--- src/rtl/led_arb_pkg.sv ---
// Shared types and helpers for the LED bank arbiter.
package led_arb_pkg;

    typedef enum logic [1:0] {
        IDLE,
        GRANT,
        GAP
    } arb_state_e;

    function automatic int rr_next(input int idx, input int n);
        return (idx + 1 >= n) ? 0 : idx + 1;
    endfunction

endpackage

--- src/rtl/tick_gen.sv ---
// Free-running prescaler: one-cycle tick every CLK_HZ/TICK_HZ clocks.
module tick_gen #(
    parameter int CLK_HZ  = 50000000,
    parameter int TICK_HZ = 1000
) (
    input  logic CLOCK_50,
    input  logic RESET_N,
    output logic tick
);

    localparam int DIV = CLK_HZ / TICK_HZ;
    localparam int CW  = $clog2(DIV);

    logic [CW-1:0] cnt;

    assign tick = (cnt == CW'(DIV - 1));

    always_ff @(posedge CLOCK_50 or negedge RESET_N) begin
        if (!RESET_N) cnt <= '0;
        else          cnt <= tick ? '0 : cnt + CW'(1);
    end

endmodule

--- src/rtl/led_bank_arbiter.sv ---
// Round-robin time-sliced owner of the LED bank, with a one-tick dark gap between owners.
// Optional LED_ARB_BLINK_EN: 1 Hz blink of the owner's pattern, phase restarted on each grant.
module led_bank_arbiter
    import led_arb_pkg::*;
#(
    parameter int CLK_HZ      = 50000000,
    parameter int TICK_HZ     = 1000,
    parameter int NREQ        = 4,
    parameter int LED_W       = 8,
    parameter int SLICE_TICKS = 1000
) (
    input  logic                    CLOCK_50,
    input  logic                    RESET_N,
    input  logic [NREQ-1:0]         req,
    input  logic [NREQ*LED_W-1:0]   pattern,
    output logic [NREQ-1:0]         gnt,
    output logic [LED_W-1:0]        LEDG,
    output logic                    busy
);

    localparam int OW = $clog2(NREQ);
    localparam int SW = (SLICE_TICKS > 1) ? $clog2(SLICE_TICKS) : 1;

    arb_state_e                   state;
    logic [OW-1:0]                rr_ptr, owner, pick, idx;
    logic [SW-1:0]                slice_cnt;
    logic                         tick, slice_end, others;
    logic [NREQ-1:0][LED_W-1:0]   pats;
    logic [LED_W-1:0]             mask;

    tick_gen #(.CLK_HZ(CLK_HZ), .TICK_HZ(TICK_HZ)) u_tick (
        .CLOCK_50 (CLOCK_50),
        .RESET_N  (RESET_N),
        .tick     (tick)
    );

    assign pats      = pattern;
    assign busy      = (state != IDLE);
    assign slice_end = tick && (slice_cnt == SW'(SLICE_TICKS - 1));
    assign others    = |(req & ~gnt);

    // Descending scan so the candidate nearest rr_ptr is the one that sticks.
    always_comb begin
        pick = rr_ptr;
        idx  = rr_ptr;
        for (int k = NREQ - 1; k >= 0; k--) begin
            idx = OW'((int'(rr_ptr) + k) % NREQ);
            if (req[idx]) pick = idx;
        end
    end

`ifdef LED_ARB_BLINK_EN
    localparam int HALF = (TICK_HZ / 2 > 0) ? TICK_HZ / 2 : 1;
    localparam int PW   = (HALF > 1) ? $clog2(HALF) : 1;

    logic          phase, phase_nxt;
    logic [PW-1:0] phase_cnt, phase_cnt_nxt;

    // Phase is held at 1 while idle so every new grant starts lit.
    always_comb begin
        phase_nxt     = phase;
        phase_cnt_nxt = phase_cnt;
        if (state == IDLE) begin
            phase_nxt     = 1'b1;
            phase_cnt_nxt = '0;
        end else if (state == GRANT && tick) begin
            if (phase_cnt == PW'(HALF - 1)) begin
                phase_cnt_nxt = '0;
                phase_nxt     = ~phase;
            end else begin
                phase_cnt_nxt = phase_cnt + PW'(1);
            end
        end
    end

    always_ff @(posedge CLOCK_50 or negedge RESET_N) begin
        if (!RESET_N) begin
            phase     <= 1'b1;
            phase_cnt <= '0;
        end else begin
            phase     <= phase_nxt;
            phase_cnt <= phase_cnt_nxt;
        end
    end

    assign mask = {LED_W{phase_nxt}};
`else
    assign mask = '1;
`endif

    always_ff @(posedge CLOCK_50 or negedge RESET_N) begin
        if (!RESET_N) begin
            state     <= IDLE;
            rr_ptr    <= '0;
            owner     <= '0;
            slice_cnt <= '0;
            gnt       <= '0;
            LEDG      <= '0;
        end else begin
            case (state)
                IDLE: if (|req) begin
                    state     <= GRANT;
                    owner     <= pick;
                    slice_cnt <= '0;
                    gnt       <= NREQ'(1) << pick;
                    LEDG      <= pats[pick] & mask;
                end
                GRANT: begin
                    LEDG <= pats[owner] & mask;
                    if (!req[owner] || (slice_end && others)) begin
                        state  <= GAP;
                        gnt    <= '0;
                        LEDG   <= '0;
                        rr_ptr <= OW'(rr_next(int'(owner), NREQ));
                    end else if (tick) begin
                        slice_cnt <= slice_end ? '0 : slice_cnt + SW'(1);
                    end
                end
                GAP: if (tick) state <= IDLE;
                default: state <= IDLE;
            endcase
        end
    end

endmodule

--- config.mk ---
export PLATFORM = sky130hd
export DESIGN_NAME = led_bank_arbiter
export DESIGN_NICKNAME = d
export VERILOG_FILES = /design/src/rtl/led_arb_pkg.sv /design/src/rtl/tick_gen.sv /design/src/rtl/led_bank_arbiter.sv
export SDC_FILE = /design/constraint.sdc
export NUM_CORES = 1
export LEC_CHECK = 0
export CAP_MARGIN = 5
export CORE_MARGIN = 4
export CORE_UTILIZATION = 43
export CTS_CLUSTER_DIAMETER = 150
export DETAILED_ROUTE_END_ITERATION = 7
export PLACE_DENSITY_LB_ADDON = 0.15
export SETUP_SLACK_MARGIN = 0.3
export SLEW_MARGIN = 25
export SYNTH_ARGS = -nofsm -noshare
export SYNTH_HDL_FRONTEND = slang
export SYNTH_SLANG_ARGS = --single-unit
--- constraint.sdc ---
create_clock -name CLOCK_50 -period 5.5 [get_ports CLOCK_50]
set_input_delay 1.375 -clock CLOCK_50 [delete_from_list [all_inputs] [get_ports CLOCK_50]]
set_output_delay 1.375 -clock CLOCK_50 [all_outputs]
set_load 0.005 [all_outputs]
-- Yosys cells after proc, flatten, opt, wreduce, memory -nomap -nowiden
Cells that the tools add are included.
- register bits: 44
- input bits: 38
- output and inout bits: 13
- word-level logic and storage cells: 82
- add/subtract/negate cells: 6
- order comparisons: 7
- equality and inequality tests: 9
- shift-type cells: 1
- multiplexer cells: 35
- bitwise operators: 2
- reduce and logical (&&, ||, !) cells: 15
- operators by type and width (cell ; count):
    10-bit two-way mux ; 4
    8-bit binary-select mux with 2-bit select ; 2
    8-bit two-way mux ; 4
    10-bit one-hot mux with 2 select lines ; 1
    2-bit by 3-bit less-than comparator with 1-bit output (second input constant) ; 6
    16-bit by 1-bit adder with 16-bit output (second input constant) ; 1
    16-bit == test (second input constant) ; 1
    16-bit two-way mux ; 1
    2-bit two-way mux ; 8
    8-bit one-hot mux with 2 select lines ; 1
    10-bit by 1-bit adder with 10-bit output (second input constant) ; 1
    1-bit binary-select mux with 2-bit select ; 5
    10-bit == test (second input constant) ; 1
    2-bit != test (second input constant) ; 5
    4-bit two-way mux ; 2
    4-bit one-hot mux with 2 select lines ; 1
    4-bit OR reduction ; 2
    2-bit one-hot mux with 3 select lines ; 1
    2-bit AND reduction ; 3
    3-bit AND reduction ; 2
    1-bit two-way mux ; 5
    2-bit adder (second input constant) ; 2
    4-bit bitwise AND ; 1
    4-bit NOT ; 1
    other kinds (12) ; 14

-- Logic depth before layout (Yosys ltp)
Gate-level depths: netlist (run 1).
- depth in word-level cells: 11
- gate-level depth with buffers: 8
- depth with buffers taken out: 7

-- By module
A second synthesis (run 1) with hierarchy kept.
- cells, all modules: 254
- area total of the unflattened synthesis: 2722.6 um^2
- modules (own cells, without submodules) (module ; times used ; cells an instance ; area an instance (um^2) ; seq. area each (um^2)):
    led_bank_arbiter ; 1 ; 187 ; 1960.6 ; 700.7
    tick_gen ; 1 ; 67 ; 762.0 ; 400.4

-- Worst setup path after synthesis (run 1)
Ideal clock, no wire load.
- path kind: input to register
- start: input port req[0]
- end: register LEDG[0]
- setup time: 0.137 ns
- data arrival time: 2.883 ns
- data required time: 5.363 ns
- path slack: 2.479 ns
- stages on the path: 7
- path buffers: 1
- path through: inv_1 o22ai_1 a222oi_1 buf_2 mux4_2 a22oi_1 a21oi_1
- cells in the longest elaborated chain, start to end: 10
- elaborated cells between the ends (all ways): 27
- classes of those cells: 1 x eq/ne; 19 x mux; 1 x bitwise; 6 x reduce/logical
- RTL lines (what ; RTL line ; RTL):
    from (decl) ; led_bank_arbiter.sv:14 ; input logic [NREQ-1:0] req,
    1-bit binary-select mux with 2-bit select ; led_bank_arbiter.sv:48 ; if (req[idx]) pick = idx;
    1-bit two-way mux (implied by the code) ; led_bank_arbiter.sv:48 ;
    2-bit two-way mux (4 in series) ; led_bank_arbiter.sv:48 ;
    8-bit binary-select mux with 2-bit select ; led_bank_arbiter.sv:106 ; LEDG <= pats[pick] & mask;
    8-bit two-way mux (implied by the code) ; led_bank_arbiter.sv:106 ;
    8-bit two-way mux ; led_bank_arbiter.sv:101 ; IDLE: if (|req) begin
    8-bit one-hot mux with 2 select lines ; led_bank_arbiter.sv:100 ; case (state)
    to (signal assigned) ; led_bank_arbiter.sv:106 ;
    to (signal assigned) ; led_bank_arbiter.sv:109 ; LEDG <= pats[owner] & mask;
    to (decl) ; led_bank_arbiter.sv:17 ; output logic [LED_W-1:0] LEDG,
Parallel ways exist; a longest one is shown, timed or not. The select of a mux whose other input is x is not followed.
A chain may end at the register's enable or synchronous reset.

-- Final worst setup path (run 1)
- start: input port req[0]
- end: register LEDG[4]
Same word-level chain as after synthesis.

==> qor.yml, run 1 <==
outcome: "finished, final reports clean"
cts_sinks: 44
dp_area_mm2: 0.00319
wire_per_inst_um: 16.6
stdcell_area_mm2: 0.00335
crit_chain: "clkdlybuf4s50_1 -> nor3b_1 -> o22ai_1 -> o2bb2a_1 -> mux4_2 -> a22oi_1 -> a21oi_1"
die_y_um: 86.3
fin_ws_ns: 2.10
dp_hpwl_um: 4460
synth-edff-count: 0
coreArea_mm2: 0.00592
mostFrequentLayoutCells: "clkdlybuf4s50_1, dfrtp_1, nor2_1"
type_of_element_capturing_the_critical_path: "flip-flop"
largest_net_degree_at_the_start_of_global_routing: 45
vias_per_cell: 5.64
critical_path_required_ns: 5.67
postCtsSetupBuffers: 0
wl_um: 6140
arrival_ns: 3.57
max_slew_margin_pct: 56.9
globalRouteMet1Util_pct: 23.8
yosys-top-cells-area: "dfrtp_1, mux4_2, nor2_1, xor2_1, xnor2_1"
drc: 0
insertion_delay_ns: 0.30
synthesis.instances: 244
hold_buffers: 0
grt_use_met2_pct: 26.5
mostFrequentLayoutCell: "clkdlybuf4s50_1"
yosys.area.top_type: "dfrtp_1"
dieArea_mm2: 0.00744
yosys_register_bits: 44
postSynth.asyncResetShare_pct: 100
peakVddDrop_v: 0.000199
final_gp_congestion: 0.803
first_global_vias: 1923
cts-root-buf: "clkbuf_8"
grt_setup_unrepaired: "false"
place_worst_setup_slack_ns: 1.78
cts.repair.resized: 0
synthesis.nets: 285
final.fill_count: 528
critPathLaunchType: "input port"
synth-main-ff-cell: "dfrtp_1"
firstDrtPassIters: 4
max_clk_rate_mhz: 294
floorplan.initialDensity_pct: 44.5
yosys.area.top_type_share_pct: 41.8
grt_pass1_wl_um: 9870
yosys_warnings: 0
clk_pin_slew_ns: 0.09
leakagePower_nw: 1.39
post_route_skew_ns: 0.0136
maxCapViolations: 0
timing.critical_path.depth: 7
cts_tree: "done"
use_met3_pct: 3.52
synth-seq-area-share_pct: 41.8
timing.critical_path.buf_inv: 1
i_o_pin_cnt: 51
layout-drive-gt1-share_pct: 12.9
postSynthAreaPerCell_um2: 10.8
fin_total_pwr_mw: 1.47
setup_total_negative_slack_ns: 0
tightestPinTransition_ns: 0.644
min_path_type: "flip-flop to flip-flop"
numCtsBuffers: 5
syn-cell-area_mm2: 0.00264
critical_path_top_delay_cell: "o2bb2a_1"
timing.final.setup_violations: 0
critical-path-max-stage-delay_ns: 0.62
grtUsageTotal_pct: 17.1
area_added_between_synthesis_and_finish_pct: 27.3
diode_count: 0
fin_crit_ns: 3.40
timing_max_transition_violations_final: 0
unique_cell_type_count_in_the_yosys_netlist: 49
route.vias.total: 2086
grt-busiest-layer: "met2"
h-tree-depth: 2
timing.critical_path.max_delay_family: "compound AO/OA/AOI/OAI gates"
min_path_cells: 1
post-route-period-util_pct: 61.7
final_net_count: 335
floorplan.die.width_um: 86.3
buffer_ports.inserted: 50
crit_type: "input port to flip-flop"
drt.antenna.violating_nets: 0
p_per_area_mw_per_mm2: 437
number_of_drc_violations_after_detailed_routing_iteration_0: 126
hold_viol: 0
antenna_found_initial: 0
grt-ovfl-total: 0
longest_clk_path_bufs: 2
timing.critical_path.fanout_max: 11
ff2ff_path_depth: 6
placement_rows: 28
[flip-flops by register name, indices dropped and copies added, names as in the netlist]
name,cells
LEDG,8
u_tick.cnt,16
slice_cnt,10
state,2
gnt,4
owner,2
rr_ptr,2
[cell families after synthesis]
logic type,share of synthesized area (%)
and+or+nand+nor,18.4
AOI/OAI and AO/OA,15.7
DFF,41.8
muxes,15.0
buffers and inverters,2.75
xor gates and xnor gates,4.99
adders and majority gates,1.42
[final timing paths]
check | endpoint | start | slack, ns
max | LEDG[4] | req[0] | 2.10
min | u_tick.cnt[0] | u_tick.cnt[0] | 0.49
max reg2reg | slice_cnt[7] | u_tick.cnt[4] | 2.73
min reg2reg | u_tick.cnt[0] | u_tick.cnt[0] | 0.49
max in group asynchronous | slice_cnt[6] | RESET_N | 4.04
min in group asynchronous | slice_cnt[0] | RESET_N | 1.06
[area by class of cell]
type                    count  area, um2  share of cell area, %
well taps                  75       93.8                   2.80
inverters                   9       33.8                   1.01
multi-input cells         183       1460                   43.6
repair buffers             51        505                   15.1
flip-flops and latches     44       1100                   32.8
clock inverters             3       90.1                   2.69
clock buffers               5       68.8                   2.05
[per-layer routing]
metal  routed length [um]  vias up
met5                    0        -
met4                  157        0
met3                  216       11
met2                 2910       35
met1                 2850     1018
li1                     -     1022
[where the power goes]
part / internal [mW] / switching (mW)
clock network: 0.227 / 0.118
logic: 0.334 / 0.305
registers: 0.399 / 0.0826
[cells in the mapped netlist, types with 7 or more instances]
library cell,n
dfrtp_1,44
xnor2_1,7
inv_1,9
nor2_1,29
mux4_2,17
nand2b_1,7
xor2_1,8
o22ai_1,7
a22oi_1,8
nand2_1,15
o21ai_0,12
a21oi_1,10
nand3_1,11
[metrics by stage]
step,cells,util (%),hold slack (ns)
floorplan,244,-,0.448
global placement,362,53.9,0.476
detailed placement,362,53.9,0.477
CTS,370,56.6,0.489
global route,370,56.7,0.534
finish,370,56.7,0.495
Note: power is estimated with default switching activity, not from simulation.
==> inputs of run 2 (changes only) <==
clock period = 3.39 ns   (was 5.5 ns; I/O delays follow)
==> qor.yml, run 2 (synthesis gave the netlist of run 1 again) <==
critPathLaunchType: "input port"
longest_clk_path_bufs: 2
final_net_count: 338
top_layer: "met4"
area_added_between_synthesis_and_finish_pct: 26.4
outcome: "finished, final reports clean"
vias_per_cell: 5.69
buffer_ports.inserted: 50
met3_length_um: 277
fin_crit_ns: 2.87
first_global_vias: 2072
crit_chain: "clkdlybuf4s50_1 -> inv_1 -> o22ai_1 -> a222oi_1 -> buf_4 -> mux4_2 -> a22oi_1 -> a21oi_1"
wire_per_inst_um: 17.0
final.fill_count: 517
critical_path_required_ns: 3.56
tightestPinTransition_ns: 0.692
crit_type: "input port to flip-flop"
cts_tree: "done"
drc: 0
post_route_skew_ns: 0.0103
power.share.switching_pct: 36.7
layout_top_registers: "u_tick.cnt: 16 flops, slice_cnt: 10 flops, LEDG: 8 flops"
insertion_delay_ns: 0.30
critical-path-max-stage-delay_ns: 0.54
setup_total_negative_slack_ns: 0
wl_um: 6340
diode_count: 0
sequential_cell_area_mm2: 0.00110
number_of_drc_violations_after_detailed_routing_iteration_0: 132
numCtsBuffers: 5
dp_hpwl_um: 4600
pwr-share-comb_pct: 48.1
post-route-period-util_pct: 84.8
mostFrequentLayoutCell: "clkdlybuf4s50_1"
postCtsSetupBuffers: 0
cts-root-buf: "clkbuf_8"
layout-drive-gt1-share_pct: 13.8
firstDrtPassIters: 5
largest_net_degree_at_the_start_of_global_routing: 45
grtUsageTotal_pct: 17.9
regMostFlops: "u_tick.cnt"
max_slew_margin_pct: 53.7
timing.critical_path.fanout_max: 10
placement_rows: 28
min_path_type: "flip-flop to flip-flop"
floorplan.initialDensity_pct: 44.5
clk_pin_slew_ns: 0.09
power.share.sequential_pct: 33.7
timing.final.setup_violations: 0
routed_length_on_met2_um: 3120
share_clk_of_total_power_pct: 18.2
critical_path_top_delay_cell: "clkdlybuf4s50_1"
i_o_pin_cnt: 51
drt.antenna.violating_nets: 0
type_of_element_capturing_the_critical_path: "flip-flop"
die_y_um: 86.3
p_per_area_mw_per_mm2: 674
mostFrequentLayoutCells: "clkdlybuf4s50_1, dfrtp_1, nor2_1"
hold_buffers: 0
multi_input_area_mm2: 0.00146
cts.repair.resized: 0
grt_pass1_wl_um: 10500
coreArea_mm2: 0.00592
p_int_mw: 1.42
leakagePower_nw: 1.38
antenna_found_initial: 0
largest_register_ffs: 16
h-tree-depth: 2
arrival_ns: 3.04
floorplan.die.width_um: 86.3
grt-ovfl-total: 0
finalHoldWorstSlack_ns: 0.510
grt_setup_unrepaired: "false"
timing_max_transition_violations_final: 0
final_gp_congestion: 0.806
dieArea_mm2: 0.00744
cts_sinks: 44
hold_viol: 0
max_clk_rate_mhz: 348
met1_length_um: 2870
route.vias.total: 2121
peakVddDrop_v: 0.000356
p_sw_mw: 0.824
maxCapViolations: 0
run 2: changes by cell type in the layout (fill, tap and decap cells not counted):
| cell | change |
|---|---|
| buf_4 | +3 |
| bufinv_16 | -2 |
| clkinv_2 | +1 |
| clkinvlp_4 | +1 |
run 2: critical path, delay by kind of cell:
kind,cells,cell delay [ns]
muxes,1,0.52
AOI/OAI and AO/OA,4,0.73
buffers and inverters,3,0.95
run 2: per-layer routing:
| layer | track usage, % | vias up |
|---|---|---|
| met5 | 0 | - |
| met1 | 24.2 | 1043 |
| met2 | 29.2 | 47 |
| li1 | - | 1023 |
| met3 | 3.61 | 8 |
| met4 | 5.67 | 0 |
run 2: power groups by stage:
stage	clock network [mW]	logic, mW	registers (mW)
floorplan	0	0.742	0.732
global placement	0	1.06	0.764
detailed placement	0	1.09	0.765
CTS	0.421	1.09	0.756
global route	0.441	1.20	0.773
finish	0.408	1.08	0.758
run 2: final timing paths:
| check | from | end | slack (ns) | depth (start not counted) |
|---|---|---|---|---|
| worst max-delay path | req[0] | LEDG[4] | 0.52 | 8 |
| worst min-delay path | u_tick.cnt[0] | u_tick.cnt[0] | 0.51 | 1 |
| worst min register to register | u_tick.cnt[0] | u_tick.cnt[0] | 0.51 | 1 |
| min in group asynchronous | RESET_N | owner[0] | 0.54 | 1 |
| max in group asynchronous | RESET_N | state[1] | 2.44 | 1 |
| worst max register to register | u_tick.cnt[4] | slice_cnt[2] | 0.57 | 6 |
run 2: layout make-up:
class | count | area share (%)
well taps | 75 | 2.82
clock inverters | 3 | 1.28
multi-input cells | 183 | 43.9
inverters | 9 | 1.01
clock buffers | 5 | 2.07
flip-flops and latches | 44 | 33.1
repair buffers | 54 | 15.9
run 2: stage by stage:
stage	std cells	setup WS [ns]	total power, mW	util (%)	area (um2)
3_3_place_gp	365	0.251	1.83	54.3	3220
4_1_cts	373	0.519	2.27	56.2	3330
3_5_place_dp	365	0.190	1.86	54.3	3220
6_report	373	0.516	2.25	56.2	3330
2_1_floorplan	244	0.897	1.47	-	2640
5_1_grt	373	0.334	2.42	56.2	3330
